[src/rtl/load_store_unit.sv]
// load_store_unit: byte/halfword/word load-store engine over a single-port word RAM, sub-word stores done as read-modify-write.
module load_store_unit #(
    parameter int ADDR_W = 16
) (
    input  logic              clk,
    input  logic              reset,
    input  logic              req_valid,
    output logic              req_ready,
    input  logic              req_write,
    input  logic [1:0]        req_size,
    input  logic              req_unsigned,
    input  logic [ADDR_W-1:0] req_addr,
    input  logic [31:0]       req_wdata,
    output logic              resp_valid,
    output logic [31:0]       resp_rdata,
    output logic              resp_error,
    output logic              ram_we,
    output logic [ADDR_W-1:0] ram_address,
    output logic [31:0]       ram_in,
    input  logic [31:0]       ram_out
);
    typedef enum logic [1:0] {IDLE, READ, WRITE, RESP} state_t;
    state_t st, nx;
    logic wr, uns, err, req_err;
    logic [1:0] sz;
    logic [ADDR_W-1:0] addr;
    logic [31:0] wdata, old, sh, ld_data, rep, merged;
    logic [3:0] be;
    assign req_err = req_size == 2'b11 || (req_size == 2'b01 && req_addr[0]) ||
                     (req_size == 2'b10 && req_addr[1:0] != 2'b00);
    always_ff @(posedge clk) begin
        if (!reset) begin
            st <= IDLE;
            wr <= 1'b0;
            sz <= 2'b00;
            uns <= 1'b0;
            err <= 1'b0;
            addr <= '0;
            wdata <= '0;
            old <= '0;
        end else begin
            st <= nx;
            if (st == IDLE && req_valid) begin
                wr <= req_write;
                sz <= req_size;
                uns <= req_unsigned;
                err <= req_err;
                addr <= req_addr;
                wdata <= req_wdata;
            end
            if (st == READ) old <= ram_out;
        end
    end
    // only full-word stores skip the read; everything else valid reads first
    always_comb begin
        nx = IDLE;
        case (st)
            IDLE:  nx = !req_valid ? IDLE : req_err ? RESP :
                        (req_write && req_size == 2'b10) ? WRITE : READ;
            READ:  nx = wr ? WRITE : RESP;
            WRITE: nx = RESP;
            RESP:  nx = IDLE;
            default: nx = IDLE;
        endcase
    end
    // halfwords are 2-byte aligned, so one byte-granular shift serves both sub-word loads
    assign sh = old >> {addr[1:0], 3'b000};
    assign ld_data = sz == 2'b00 ? {{24{~uns & sh[7]}}, sh[7:0]} :
                     sz == 2'b01 ? {{16{~uns & sh[15]}}, sh[15:0]} : old;
    assign be  = sz == 2'b00 ? 4'b0001 << addr[1:0] : sz == 2'b01 ? 4'b0011 << addr[1:0] : 4'b1111;
    assign rep = sz == 2'b00 ? {4{wdata[7:0]}} : sz == 2'b01 ? {2{wdata[15:0]}} : wdata;
    for (genvar i = 0; i < 4; i++) begin : g_lane
        assign merged[8*i+:8] = be[i] ? rep[8*i+:8] : old[8*i+:8];
    end
    assign req_ready   = !reset || st == IDLE;
    assign resp_valid  = reset && st == RESP;
    assign resp_error  = resp_valid && err;
    assign resp_rdata  = (resp_valid && !err && !wr) ? ld_data : 32'h0;
    assign ram_we      = reset && st == WRITE;
    assign ram_address = (reset && (st == READ || st == WRITE)) ? {addr[ADDR_W-1:2], 2'b00} : '0;
    assign ram_in      = ram_we ? merged : 32'h0;
endmodule

[config.mk]
export PLATFORM = sky130hd
export DESIGN_NAME = load_store_unit
export DESIGN_NICKNAME = d
export VERILOG_FILES = /design/src/rtl/load_store_unit.sv
export SDC_FILE = /design/constraint.sdc
export NUM_CORES = 1
export LEC_CHECK = 0
export CAP_MARGIN = 20
export CORE_UTILIZATION = 52
export CTS_BUF_LIST = sky130_fd_sc_hd__clkbuf_2
export CTS_CLUSTER_DIAMETER = 100
export DETAILED_ROUTE_END_ITERATION = 16
export PLACE_DENSITY = 0.88
export REMOVE_ABC_BUFFERS = 1
export SYNTH_ARGS = -nofsm -noshare
export SYNTH_HDL_FRONTEND = slang
export SYNTH_SLANG_ARGS = --single-unit
[constraint.sdc]
create_clock -name clk -period 6.05 [get_ports clk]
set_input_delay 1.21 -clock clk [delete_from_list [all_inputs] [get_ports clk]]
set_output_delay 1.21 -clock clk [all_outputs]
set_load 0.05 [all_outputs]
### After elaboration in Yosys (flattened, before gate mapping)

Index checks and enable logic that the tools add are counted.

| word-level totals | value |
|---|---|
| memories kept | 0 |
| bits in registers | 87 |
| output and inout port bits | 84 |
| bits in latches | 0 |
| memory bits (read-only) | 0 |
| bits in writable memories | 0 |

| operators by class | value |
|---|---|
| div/mod/pow operators | 0 |
| $add $sub $neg | 0 |
| bitwise operators | 3 |
| reduce and logical (&&, ||, !) cells | 20 |
| multiply operators | 0 |
| $lt $le $gt $ge | 0 |
| mux-type cells | 18 |
| shift-type cells | 3 |
| equal/unequal tests | 7 |

Operators with widths:

| operator | number |
|---|---|
| $mux 32 | 6 |
| $mux 8 | 4 |
| $shr 32x5->16 | 1 |
| $mux 16 | 1 |
| $logic_and 1x1->1 | 10 |
| $eq 2x2->1 const B | 4 |
| $mux 4 | 2 |
| $pmux 2 s4 | 1 |
| $eq 2x1->1 const B | 3 |
| $mux 2 | 3 |
| $logic_not 2->1 | 2 |
| $logic_or 1x1->1 | 4 |
| $shl 1x2->4 const A | 1 |
| $shl 2x2->4 const A | 1 |
| $logic_not 1->1 | 3 |
| $and 1x1->1 | 2 |
| $reduce_bool 2->1 | 1 |
| $mux 1 | 1 |
| $not 1->1 | 1 |

### Depth between registers and ports, before layout

Gate-level depths: netlist of the first run.

| logic depth | value |
|---|---|
| depth in word-level cells | 7 |
| depth in mapped cells | 9 |
| depth with buffers taken out | 6 |

### Worst setup path after synthesis of the first run

OpenSTA, ideal clock, no wires.

| path | value |
|---|---|
| path kind | input to output |
| from | input port reset |
| to | output port resp_rdata[12] |
| arrival | 3.177 ns |
| path slack | 1.663 ns |
| stages on the path | 5 |
| cells stage by stage | and2_1 nor3b_1 clkbuf_1 o31ai_4 a21oi_1 |

| on the way | value |
|---|---|
| word-level cells in the longest chain between the ends | 4 |

Ends and longest elaborated chain:

| item | RTL line | RTL |
|---|---|---|
| start, declared | 6 | `input logic reset,` |
| $logic_and 1x1->1 | 76 | `assign resp_valid = reset && st == RESP;` |
| $logic_and 1x1->1 (2 in a row) | 78 | `assign resp_rdata = (resp_valid && !err && !wr) ? ld_data : 32'h0;` |
| $mux 32 | 78 |  |
| end, declared | 15 | `output logic [31:0] resp_rdata,` |

Every way passes these cells.

### Final worst setup path of the first run

| path | value |
|---|---|
| from | register addr[0] |
| to | output port ram_in[3] |

| on the way | value |
|---|---|
| word-level cells in the longest chain between the ends | 5 |

Ends and longest elaborated chain:

| item | RTL line | RTL |
|---|---|---|
| start, declared | 26 | `logic [ADDR_W-1:0] addr;` |
| start signal, assigned | 48 | `addr <= req_addr;` |
| $shl 2x2->4 | 70 | `assign be = sz == 2'b00 ? 4'b0001 << addr[1:0] : sz == 2'b01 ? 4'b0011 << addr[1:0] : 4'b1111;` |
| $mux 4 | 70 |  |
| $mux 4 * | 70 |  |
| $mux 8 * | 73 | `assign merged[8*i+:8] = be[i] ? rep[8*i+:8] : old[8*i+:8];` |
| $mux 32 * | 81 | `assign ram_in = ram_we ? merged : 32'h0;` |
| end, declared | 19 | `output logic [31:0] ram_in,` |

Mark *: on every way between the ends. The rest lies on a longest branch, timed or not.

==> results of run 1 <==
==> cells in the mapped netlist (all sizes together), types with 5 or more instances <==
cell type and n:
and3 15, dfxtp 87, a21oi 34, mux2i 58, a311oi 8, nor2 32
inv 8, a21o 16, a21boi 52, o21ai 38, ha 8, clkbuf 36
nor2b 39, a211oi 13, mux2 5, buf 19, nand2 139
==> state kept, by name (all words and copies together) (netlist names) <==
register and flops:
addr 16, wr 1, err 1, wdata 32, uns 1, old 32
st 2, sz 2
==> final timing paths <==
kind,from,end,slack [ns]
setup / recovery,addr[0]$_SDFFE_PN0P_,ram_in[3],0.86
hold / removal,addr[13]$_SDFFE_PN0P_,addr[13]$_SDFFE_PN0P_,0.48
setup reg to reg,st[0]$_SDFF_PN0_,err$_SDFFE_PN0P_,3.85
hold reg to reg,addr[13]$_SDFFE_PN0P_,addr[13]$_SDFFE_PN0P_,0.48
==> metrics by stage <==
step | setup WS (ns) | hold WS [ns] | std cells | cell area [um2] | utilization (%)
2_1_floorplan | 1.02 | 0.439 | 600 | 4920 | -
3_5_place_dp | 1.11 | 0.455 | 907 | 6950 | 71.8
4_1_cts | 0.875 | 0.480 | 922 | 7060 | 72.9
3_3_place_gp | 1.19 | 0.447 | 907 | 6950 | 71.8
5_1_grt | 0.638 | 0.504 | 923 | 7060 | 72.9
6_report | 0.865 | 0.481 | 923 | 7060 | 72.9
==> power breakdown <==
part / internal, uW / switching (uW) / total (uW)
clock: 95.0 / 206 / 301
combinational: 196 / 274 / 471
sequential: 630 / 68.4 / 698
==> metal layers <==
layer | share of wire [%] | global-route usage, % | routed length [um]
met3 | 8.4 | 5.66 | 1370
met2 | 48 | 53.0 | 7790
met1 | 41 | 38.9 | 6610
met5 | 0 | 0 | 0
met4 | 3.1 | 16.2 | 502
==> cells by family (layout without fill, tap and decap cells) <==
family | count (synthesis) | count (layout) | share of synthesized area, %
other | 1 | 3 | 0.0726
buffers and inverters | 64 | 198 | 5.40
AO/OA/AOI/OAI | 176 | 176 | 23.0
adder cells (fa/ha/maj) | 8 | 8 | 1.94
multiplexers | 64 | 64 | 12.8
flip-flops | 87 | 87 | 33.7
AND/OR/NAND/NOR | 254 | 254 | 23.1
==> final cells by class <==
cell class	instances	share of cell area, %
Antenna cell	1	0.0355
Clock buffer	11	0.780
Clock inverter	4	0.674
Inverter	9	0.479
Multi-Input combinational cell	504	44.7
Sequential cell	87	24.7
Tap cell	133	2.36
Timing Repair Buffer	174	26.3
==> critical path, cell delays in order, from the launching register on <==
cell             delay (ns)
dfxtp_1                0.88
inv_2                  0.27
ha_1                   0.43
nor2_1                 0.65
nand2_1                0.13
a21oi_1                0.19
clkdlybuf4s50_1        0.85
==> results.sh, run 1 <==
export IMPL_h_tree_depth=3
export IMPL_synth_area_um2=5160
export IMPL_synth_largest_area_cell="dfxtp_1"
export IMPL_fin_crit_sh_pct=85.7
export IMPL_cts_root_buffer="clkbuf_2"
export IMPL_final_nets=880
export IMPL_die_area_um2=10300
export IMPL_ir_worst_vdd_mv=0.130
export IMPL_grt_max_degree=105
export IMPL_grt_pass1_wl_um=25200
export IMPL_yosys_top_cells_area="dfxtp_1, mux2i_1, nand2_1"
export IMPL_dr_pass1_iters=4
export IMPL_p_per_area_nw_per_um2=208
export IMPL_die_w_um=102
export IMPL_overflow=0
export IMPL_finalPower_uw=1470
export IMPL_synthCells=654
export IMPL_areaGrowthSynthToFinish_pct=36.7
export IMPL_initial_utilization_pct=53.3
export IMPL_drive_gt1_share_pct=8.37
export IMPL_first_global_vias=5192
export IMPL_cp_data_arrival_time_ns=3.98
export IMPL_cts_sinks=87
export IMPL_clkSlewWorstSetupHoldPaths_ns=0.25
export IMPL_cts_buffers=9
export IMPL_ys_warn_count=0
export IMPL_synthDistinctLibCells=44
export IMPL_dp_hpwl_um=11300
export IMPL_cap_violations=0
export IMPL_tightest_slew_ns=1.11
export IMPL_postCtsSetupBuffers=0
export IMPL_regArea_um2=1740
export IMPL_routed_wl_um=16300
export IMPL_cp_required_ns=4.84
export IMPL_portBuffers=168
export IMPL_status="finished, final reports clean"
export IMPL_hold_depth=2
export IMPL_cts_tree="yes"
export IMPL_synth_ff_latch_count=87
export IMPL_cp_max_fo=21
export IMPL_antenna_found_initial=1
export IMPL_clk_path_buf_depth=2
export IMPL_num_fill_cells=764
export IMPL_multi_input_area_um2=3150
export IMPL_crit_path_start_kind="register"
export IMPL_postCtsHoldBufs=0
export IMPL_setup_viol=0
export IMPL_final_cell_mix="clkdlybuf4s50_1, nand2_1, dfxtp_1"
export IMPL_vias=5290
export IMPL_die_h_um=102
export IMPL_hold_viol=0
export IMPL_cts_resized=0
export IMPL_fin_worst_skew_ns=0.0365
export IMPL_leakagePower_uw=0.00265
export IMPL_avgSynthCellArea_um2=7.90
export IMPL_drv_slew=0
export IMPL_end_kind="output pin"
export IMPL_reg2reg_depth=6
export IMPL_hold_path_class="reg2reg"
export IMPL_layout_commonest_cell="clkdlybuf4s50_1"
export IMPL_yosysSeqAreaShare_pct=33.7
export IMPL_wl_per_cell_um=17.6
export IMPL_critical_path_class="reg2out"
export IMPL_synthArstFlopShare_pct=0
export IMPL_ios=171
export IMPL_min_period_ns=5.19
export IMPL_core_area_um2=9680
export IMPL_drc_errors=0
export IMPL_max_slew_margin_rel_pct=25.8
export IMPL_ant_nets=0
export IMPL_clk_latency_ns=0.56
export IMPL_rsz0062_at_grt="false"
export IMPL_viasPerCell=5.73
export IMPL_tns_ns=0
export IMPL_synth_edf_count=0
export IMPL_fmax_mhz=193
export IMPL_core_rowCount=36
export IMPL_synthFlopType="dfxtp_1"
export IMPL_place_congestion=0.862
export IMPL_first_iter_violations=389
export IMPL_grt_usage_pct=31.6
export IMPL_synth_top_cell_area_share_pct=33.7
(Power assumes the default switching activity.)
==> run 2, diff against run 1 <==
Settings changed: CORE_UTILIZATION 52 to 53, DONT_BUFFER_PORTS set to 1, PLACE_DENSITY 0.88 to 0.67.
==> run 2 against run 1 <==
  * Cell area down 23%
  * Setup slack better by 0.17 ns
  * Fmax up 3.4%
  * Non-clock buffer count is 151 lower
  * Routed wire length down 12%
  * Clock-buffer cell count is the same
==> results.sh, run 2 (synthesized netlist as in run 1, its figures left out) <==
export IMPL_first_iter_violations=173
export IMPL_h_tree_depth=3
export IMPL_end_kind="output pin"
export IMPL_layout_commonest_cell="nand2_1"
export IMPL_dr_pass1_iters=4
export IMPL_fin_worst_skew_ns=0.0195
export IMPL_pre_cts_slack_ns=1.31
export IMPL_cts_root_buffer="clkbuf_2"
export IMPL_crit_slowest_cell="dfxtp_2"
export IMPL_core_rowCount=35
export IMPL_clkSlewWorstSetupHoldPaths_ns=0.22
export IMPL_final_nets=729
export IMPL_tightest_slew_ns=1.09
export IMPL_routed_wl_um=14300
export IMPL_top_regs="old: 32 flops, wdata: 32 flops, addr: 16 flops"
export IMPL_first_global_vias=4234
export IMPL_die_area_um2=10100
export IMPL_holdPathEnd="wdata[28]$_SDFFE_PN0P_"
export IMPL_max_slew_margin_rel_pct=27.2
export IMPL_met2_length_um=6680
export IMPL_cap_violations=0
export IMPL_top_layer_used="met4"
export IMPL_die_w_um=101
export IMPL_ios=171
export IMPL_crit_path_max_incr_delay_ns=0.96
export IMPL_hold_depth=2
export IMPL_regToRegSetupSlack_ns=3.86
export IMPL_hold_path_class="reg2reg"
export IMPL_core_area_um2=9330
export IMPL_regToRegEndpoint="st[1]$_SDFF_PN0_"
export IMPL_viasPerCell=5.93
export IMPL_initial_utilization_pct=55.4
export IMPL_p_per_area_nw_per_um2=253
export IMPL_leakagePower_uw=0.00204
export IMPL_num_fill_cells=896
export IMPL_grt_usage_pct=28.4
export IMPL_critical_path_class="reg2out"
export IMPL_tns_ns=0
export IMPL_portBuffers=0
export IMPL_place_congestion=0.828
export IMPL_cts_tree="yes"
export IMPL_fin_crit_sh_pct=82.9
export IMPL_fin_ws_ns=1.04
export IMPL_drv_slew=0
export IMPL_hold_viol=0
export IMPL_ant_nets=0
export IMPL_wl_met3_um=1110
export IMPL_regArea_um2=1740
export IMPL_cp_data_arrival_time_ns=3.80
export IMPL_min_period_ns=5.01
export IMPL_crit_path_start_kind="register"
export IMPL_status="finished, final reports clean"
export IMPL_die_h_um=101
export IMPL_grt_pass1_wl_um=22200
export IMPL_power_frac_clock_pct=21.1
export IMPL_pwr_share_seq_pct=50.7
export IMPL_hp_start="wdata[28]$_SDFFE_PN0P_"
export IMPL_grt_max_degree=106
export IMPL_final_cell_mix="nand2_1, dfxtp_1, mux2i_1"
export IMPL_wl_met1_um=6260
export IMPL_cts_buffers=9
export IMPL_postCtsSetupBuffers=0
export IMPL_multi_input_area_um2=3250
export IMPL_sw_frac_of_total_pct=37.8
export IMPL_p_int_uw=858
export IMPL_vias=4540
export IMPL_fmax_mhz=199
export IMPL_antenna_found_initial=0
export IMPL_ir_worst_vdd_mv=0.144
export IMPL_cp_cell_sequence="clkinv_1, nand2_1, nor2_1, a211oi_2"
export IMPL_setup_viol=0
export IMPL_areaGrowthSynthToFinish_pct=5.74
export IMPL_drive_gt1_share_pct=11.3
export IMPL_diodes=0
export IMPL_p_switching_uw=521
export IMPL_combinationalPowerShare_pct=28.1
export IMPL_overflow=0
export IMPL_cp_max_fo=47
export IMPL_cts_sinks=87
export IMPL_cts_resized=0
export IMPL_clk_path_buf_depth=2
export IMPL_cp_required_ns=4.84
export IMPL_dp_hpwl_um=9600
export IMPL_postCtsHoldBufs=0
export IMPL_drc_errors=0
export IMPL_rsz0062_at_grt="false"
export IMPL_r2r_start="st[1]$_SDFF_PN0_"
export IMPL_wl_per_cell_um=18.7
export IMPL_reg2reg_depth=6
export IMPL_clk_latency_ns=0.52
==> run 2: cell type report <==
class | instances | area share [%]
timing repair buffer | 23 | 3.16
clock inverter | 3 | 0.848
sequential | 87 | 31.9
clock buffer | 11 | 1.01
inverter | 9 | 0.619
multi-input combinational | 504 | 59.5
tap | 129 | 2.96
==> run 2: worst max path at each step <==
stage | to | startpoint | slack [ns] | depth (start not counted)
finish | ram_in[19] | sz[1]$_SDFFE_PN0P_ | 1.04 | 4
global placement | resp_rdata[17] | reset | 1.37 | 4
global route | ram_in[20] | sz[1]$_SDFFE_PN0P_ | 0.72 | 4
detailed placement | resp_rdata[17] | reset | 1.31 | 4
CTS | ram_in[19] | sz[1]$_SDFFE_PN0P_ | 0.99 | 4
floorplan | ram_in[16] | sz[1]$_SDFFE_PN0P_ | 1.02 | 4
==> run 2: critical path: cells and delay by family (launching register included) <==
kind,cells,cell delay (ns)
DFF,1,0.96
and+or+nand+nor,2,0.92
AOI/OAI and AO/OA,1,0.81
buffers and inverters,1,0.56
==> run 2: layer usage <==
layer	global-route usage, %	vias up
li1	-	2199
met1	36.9	2143
met2	46.0	177
met3	7.14	21
met4	9.59	0
met5	0	-
==> run 2: stage by stage <==
stage / total power, uW / area, um2 / hold WS (ns) / cells / util [%]
final: 1380 / 5460 / 0.475 / 766 / 58.5
after CTS: 1390 / 5460 / 0.479 / 766 / 58.5
after floorplan: 984 / 4920 / 0.439 / 600 / -
after detailed placement: 1100 / 5360 / 0.453 / 752 / 57.5
after global routing: 1460 / 5460 / 0.503 / 766 / 58.5
after global placement: 1090 / 5360 / 0.445 / 752 / 57.5
==> run 2: power groups by stage <==
stage / logic (uW) / registers (uW) / clock network, uW
2_1_floorplan: 292 / 692 / 0
3_3_place_gp: 379 / 708 / 0
3_5_place_dp: 389 / 711 / 0
4_1_cts: 390 / 699 / 298
5_1_grt: 429 / 709 / 320
6_report: 388 / 700 / 291
